### src/rtl/serial_tx.sv
// Parallel-in, serial-out frame transmitter: start bit, N data bits LSB first,
// optional even-parity bit, stop bit, each held for CLKS_PER_BIT clocks.
module serial_tx #(
  parameter int N            = 8,
  parameter int CLKS_PER_BIT = 4,
  parameter bit PARITY_EN    = 1'b0
) (
  input  logic         clk,
  input  logic         reset,
  input  logic [N-1:0] data_in,
  input  logic         load_valid,
  output logic         load_ready,
  output logic         tx_serial,
  output logic         tx_busy,
  output logic         tx_done
);

  localparam int CW = (CLKS_PER_BIT > 1) ? $clog2(CLKS_PER_BIT) : 1;
  localparam int BW = $clog2(N + 1);

  typedef enum logic [2:0] {
    IDLE,
    START,
    DATA,
    PARITY,
    STOP
  } state_t;

  state_t        state_reg, state_next;
  logic [CW-1:0] cnt_reg, cnt_next;
  logic [BW-1:0] bit_reg, bit_next;
  logic [N-1:0]  shift_reg, shift_next;
  logic          parity_reg, parity_next;
  logic          ready_reg;
  logic          done_reg;
  logic          tx_line;
  logic          accept;
  logic          bit_end;
  logic          last_bit;

  assign accept   = load_valid && ready_reg && (state_reg == IDLE);
  assign bit_end  = (cnt_reg == CW'(CLKS_PER_BIT - 1));
  assign last_bit = (bit_reg == BW'(N - 1));

  always_ff @(posedge clk or negedge reset) begin
    if (!reset) begin
      state_reg  <= IDLE;
      cnt_reg    <= '0;
      bit_reg    <= '0;
      shift_reg  <= '0;
      parity_reg <= 1'b0;
      ready_reg  <= 1'b0;
      done_reg   <= 1'b0;
    end else begin
      state_reg  <= state_next;
      cnt_reg    <= cnt_next;
      bit_reg    <= bit_next;
      shift_reg  <= shift_next;
      parity_reg <= parity_next;
      // ready stays low for the first edge out of reset, then tracks IDLE
      ready_reg  <= (state_next == IDLE);
      done_reg   <= (state_reg == STOP) && bit_end;
    end
  end

  always_comb begin
    state_next  = state_reg;
    cnt_next    = cnt_reg;
    bit_next    = bit_reg;
    shift_next  = shift_reg;
    parity_next = parity_reg;
    tx_line     = 1'b1;

    if (state_reg != IDLE) begin
      cnt_next = bit_end ? '0 : cnt_reg + 1'b1;
    end

    case (state_reg)
      IDLE: begin
        cnt_next = '0;
        bit_next = '0;
        if (accept) begin
          shift_next  = data_in;
          parity_next = ^data_in;
          state_next  = START;
        end
      end
      START: begin
        tx_line = 1'b0;
        if (bit_end) begin
          state_next = DATA;
        end
      end
      DATA: begin
        // the latched word is consumed from bit 0 upward
        tx_line = shift_reg[0];
        if (bit_end) begin
          shift_next = shift_reg >> 1;
          bit_next   = bit_reg + 1'b1;
          if (last_bit) begin
            bit_next = '0;
            if (PARITY_EN) begin
              state_next = PARITY;
            end else begin
              state_next = STOP;
            end
          end
        end
      end
      PARITY: begin
        tx_line = parity_reg;
        if (bit_end) begin
          state_next = STOP;
        end
      end
      STOP: begin
        tx_line = 1'b1;
        if (bit_end) begin
          state_next = IDLE;
        end
      end
      default: begin
        state_next = IDLE;
      end
    endcase
  end

  assign tx_serial  = tx_line;
  assign tx_busy    = (state_reg != IDLE);
  assign load_ready = ready_reg;
  assign tx_done    = done_reg;

endmodule

### config.mk
export PLATFORM = sky130hd
export DESIGN_NAME = serial_tx
export DESIGN_NICKNAME = d
export VERILOG_FILES = /design/src/rtl/serial_tx.sv
export SDC_FILE = /design/constraint.sdc
export NUM_CORES = 1
export LEC_CHECK = 0
export CAP_MARGIN = 25
export CORE_UTILIZATION = 30
export CTS_CLUSTER_DIAMETER = 60
export CTS_CLUSTER_SIZE = 14
export DETAILED_ROUTE_END_ITERATION = 8
export PLACE_DENSITY_LB_ADDON = 0.3
export SYNTH_ARGS = -nofsm -noshare
export SYNTH_HDL_FRONTEND = slang
export SYNTH_SLANG_ARGS = --single-unit
### constraint.sdc
create_clock -name clk -period 2.6 [get_ports clk]
set_clock_uncertainty 0.2 [all_clocks]
set_input_delay 0.39 -clock clk [delete_from_list [all_inputs] [get_ports clk]]
set_output_delay 0.39 -clock clk [all_outputs]
set_load 0.02 [all_outputs]
==> flow_summary.json <==
{
  "tightest_slew_ns": 0.439,
  "grt_max_degree": 21,
  "worst_ep_required_time_ns": 2.01,
  "placedCellCount": 162,
  "antenna_found_initial": 0,
  "met3_length_um": 72,
  "drive_above_1_share": 0.0924,
  "dieArea_um2": 3830,
  "clkLatencyLatePin_ns": 0.29,
  "cp-start-kind": "flip-flop",
  "worstPathArrival_ns": 1.84,
  "dp_hpwl_mm": 1.40,
  "diodes": 0,
  "pin_count": 15,
  "cts_setup_buffers": 0,
  "area_growth_syn_to_layout_pct": 16.9,
  "highest_layer": "met3",
  "root_buffer": "clkbuf_4",
  "start_util": 0.317,
  "maxCapViolCount": 0,
  "port_buffers": 14,
  "drc_errors": 0,
  "multiInputGateArea_um2": 517,
  "largest_reg_flops": 8,
  "fin_crit_ns": 2.43,
  "seq_area_frac_synth": 0.465,
  "netlist_instances": 107,
  "cts_tree": "yes",
  "firstDrtPassIters": 4,
  "synth_cell_types": 31,
  "finalSetupViolations": 0,
  "vdd_drop_max_uv": 320,
  "critPathSlowestCell": "clkdlybuf4s50_1",
  "hold_path.class": "input pin to async pin",
  "ff2ff_setup_slack_ns": 0.80,
  "ys_ff_latch": 20,
  "final_core_util": 0.371,
  "nets": 134,
  "r2r-start": "cnt_reg[0]$_DFF_PN0_",
  "yosysMostFrequentCell": "dfrtp_1",
  "core_area_um2": 3390,
  "fmax_ghz": 0.411,
  "synth_area_leader_cell": "dfrtp_1",
  "synth_top_area_frac": 0.465,
  "fin_crit_sh": 0.935,
  "synth_nets": 120,
  "globalplace.congestion": 0.764,
  "num_rows": 21,
  "synth_area_leaders": "dfrtp_1 47%, mux2i_1 6.5%, xnor2_1 5.7%, nor2_1 4.5%, a21oi_1 3.3%",
  "wl_met2_um": 848,
  "synthFlopType": "dfrtp_1",
  "drt-total-wl_mm": 1.87,
  "cts.sinks": 20,
  "synth_edf_count": 0,
  "vias_per_cell": 4.55,
  "syn_area_per_cell_um2": 10.1,
  "outcome": "completed",
  "hold_viol_final": 0,
  "cp-end-kind": "output pin",
  "holdBufCountCts": 0,
  "final_cells": 165,
  "yosysWarnings": 0,
  "synth-async-reset-ratio": 1.00,
  "slew_headroom": 0.707,
  "p_leak_nw": 0.531,
  "ctsHtreeMaxLevel": 1,
  "fin_setup_tns_ns": 0,
  "drtIter0Drc": 29,
  "grt_pass1_wl_mm": 3.17,
  "track_usage": 0.116,
  "die-height_um": 61.9,
  "wl_per_cell_um": 11.3,
  "crit_type": "flip-flop to output pin",
  "vias": 751,
  "cts_buffers": 3,
  "num-fill-cells": 354,
  "grt_pass1_vias": 679,
  "drt-met1-wl_um": 947,
  "power_density_nw_per_um2": 936,
  "cts.path.max_buffers": 2,
  "holdWs_ns": 0.231,
  "cp_slowest_stage_delay_ns": 0.53,
  "path_cells": "nor2_1, a22oi_1, or2_2, clkdlybuf4s50_1",
  "worstReg2RegEnd": "shift_reg[1]$_DFFE_PN0P_",
  "reg2regPathDepth": 5,
  "syn_area_um2": 1080,
  "path_max_fanout": 9,
  "yosys-top-cells-count": "20 x dfrtp_1, 13 x nor2_1, 9 x nand2_1",
  "cts.clk_slew.worst_paths_ns": 0.10,
  "rsz0062_at_grt": "false",
  "drv_slew": 0,
  "die_x_um": 61.9,
  "overflow": 0,
  "drtAntennaViolNets": 0,
  "seqCellArea_um2": 502
}
==> critical path, delay by kind of cell (launching register included) <==
kind / cells / cell delay, ns
compound gates: 1 / 0.07
flops: 1 / 0.51
buf+inv: 1 / 0.53
simple gates: 2 / 0.44
==> power breakdown <==
part	total [W]	switching [W]	internal [W]
logic	0.000508	0.000271	0.000237
registers	0.000529	0.000104	0.000426
clock network	0.000140	0.0000864	0.0000539
total	0.00118	0.000461	0.000716
==> layout make-up <==
| type | count | share of cell area |
|---|---|---|
| flip-flops and latches | 20 | 0.399 |
| repair buffers | 15 | 0.117 |
| multi-input cells | 78 | 0.411 |
| inverters | 3 | 0.00896 |
| well taps | 46 | 0.0458 |
| clock buffers | 3 | 0.0179 |
==> placed cells by master (no fill, tap or decap), types with 3 or more instances in the layout <==
cell,count
dfrtp_1,19
inv_1,3
a21o_1,3
xnor2_1,7
a21oi_1,7
o21ai_0,3
clkbuf_4,3
mux2i_1,7
nor2_1,13
nand2_1,9
nor3_1,3
clkdlybuf4s50_1,14
a22o_1,3
==> layer usage <==
metal,vias up,global-route usage
met5,-,0
met4,0,0.0190
met3,0,0.0435
met2,18,0.183
met1,342,0.156
li1,391,-
==> through the flow <==
step / setup WS (ns) / total power, W / instance area (µm²)
floorplan: 1.02 / 0.000940 / 1080
global placement: 0.500 / 0.00104 / 1230
detailed placement: 0.452 / 0.00105 / 1230
CTS: 0.104 / 0.00120 / 1260
global route: 0.0217 / 0.00129 / 1260
finish: 0.168 / 0.00118 / 1260
==> what timing repair did <==
action / 4_1_cts / 5_1_grt
gates resized for setup: 0 / 1
setup endpoints to repair: 0 / 1
endpoints found under the hold margin: 0 / 0
==> logic make-up after synthesis <==
logic type      synth area share
compound gates             0.142
xor+xnor                  0.0570
fa+ha+maj                 0.0233
buf+inv                   0.0546
mux                       0.0651
simple gates               0.193
flops                      0.465
==> worst max-delay path by stage <==
| stage | startpoint | endpoint | slack [ns] | cells past startpoint |
|---|---|---|---|---|
| 4_1_cts | state_reg[1]$_DFF_PN0_ | tx_serial | 0.10 | 4 |
| 5_1_grt | state_reg[0]$_DFF_PN0_ | tx_serial | 0.02 | 4 |
| 6_report | state_reg[0]$_DFF_PN0_ | tx_serial | 0.17 | 4 |
| 3_5_place_dp | state_reg[1]$_DFF_PN0_ | tx_serial | 0.45 | 4 |
| 3_3_place_gp | state_reg[1]$_DFF_PN0_ | tx_serial | 0.50 | 4 |
| 2_1_floorplan | state_reg[1]$_DFF_PN0_ | tx_serial | 1.02 | 4 |
(Power assumes the default switching activity.)
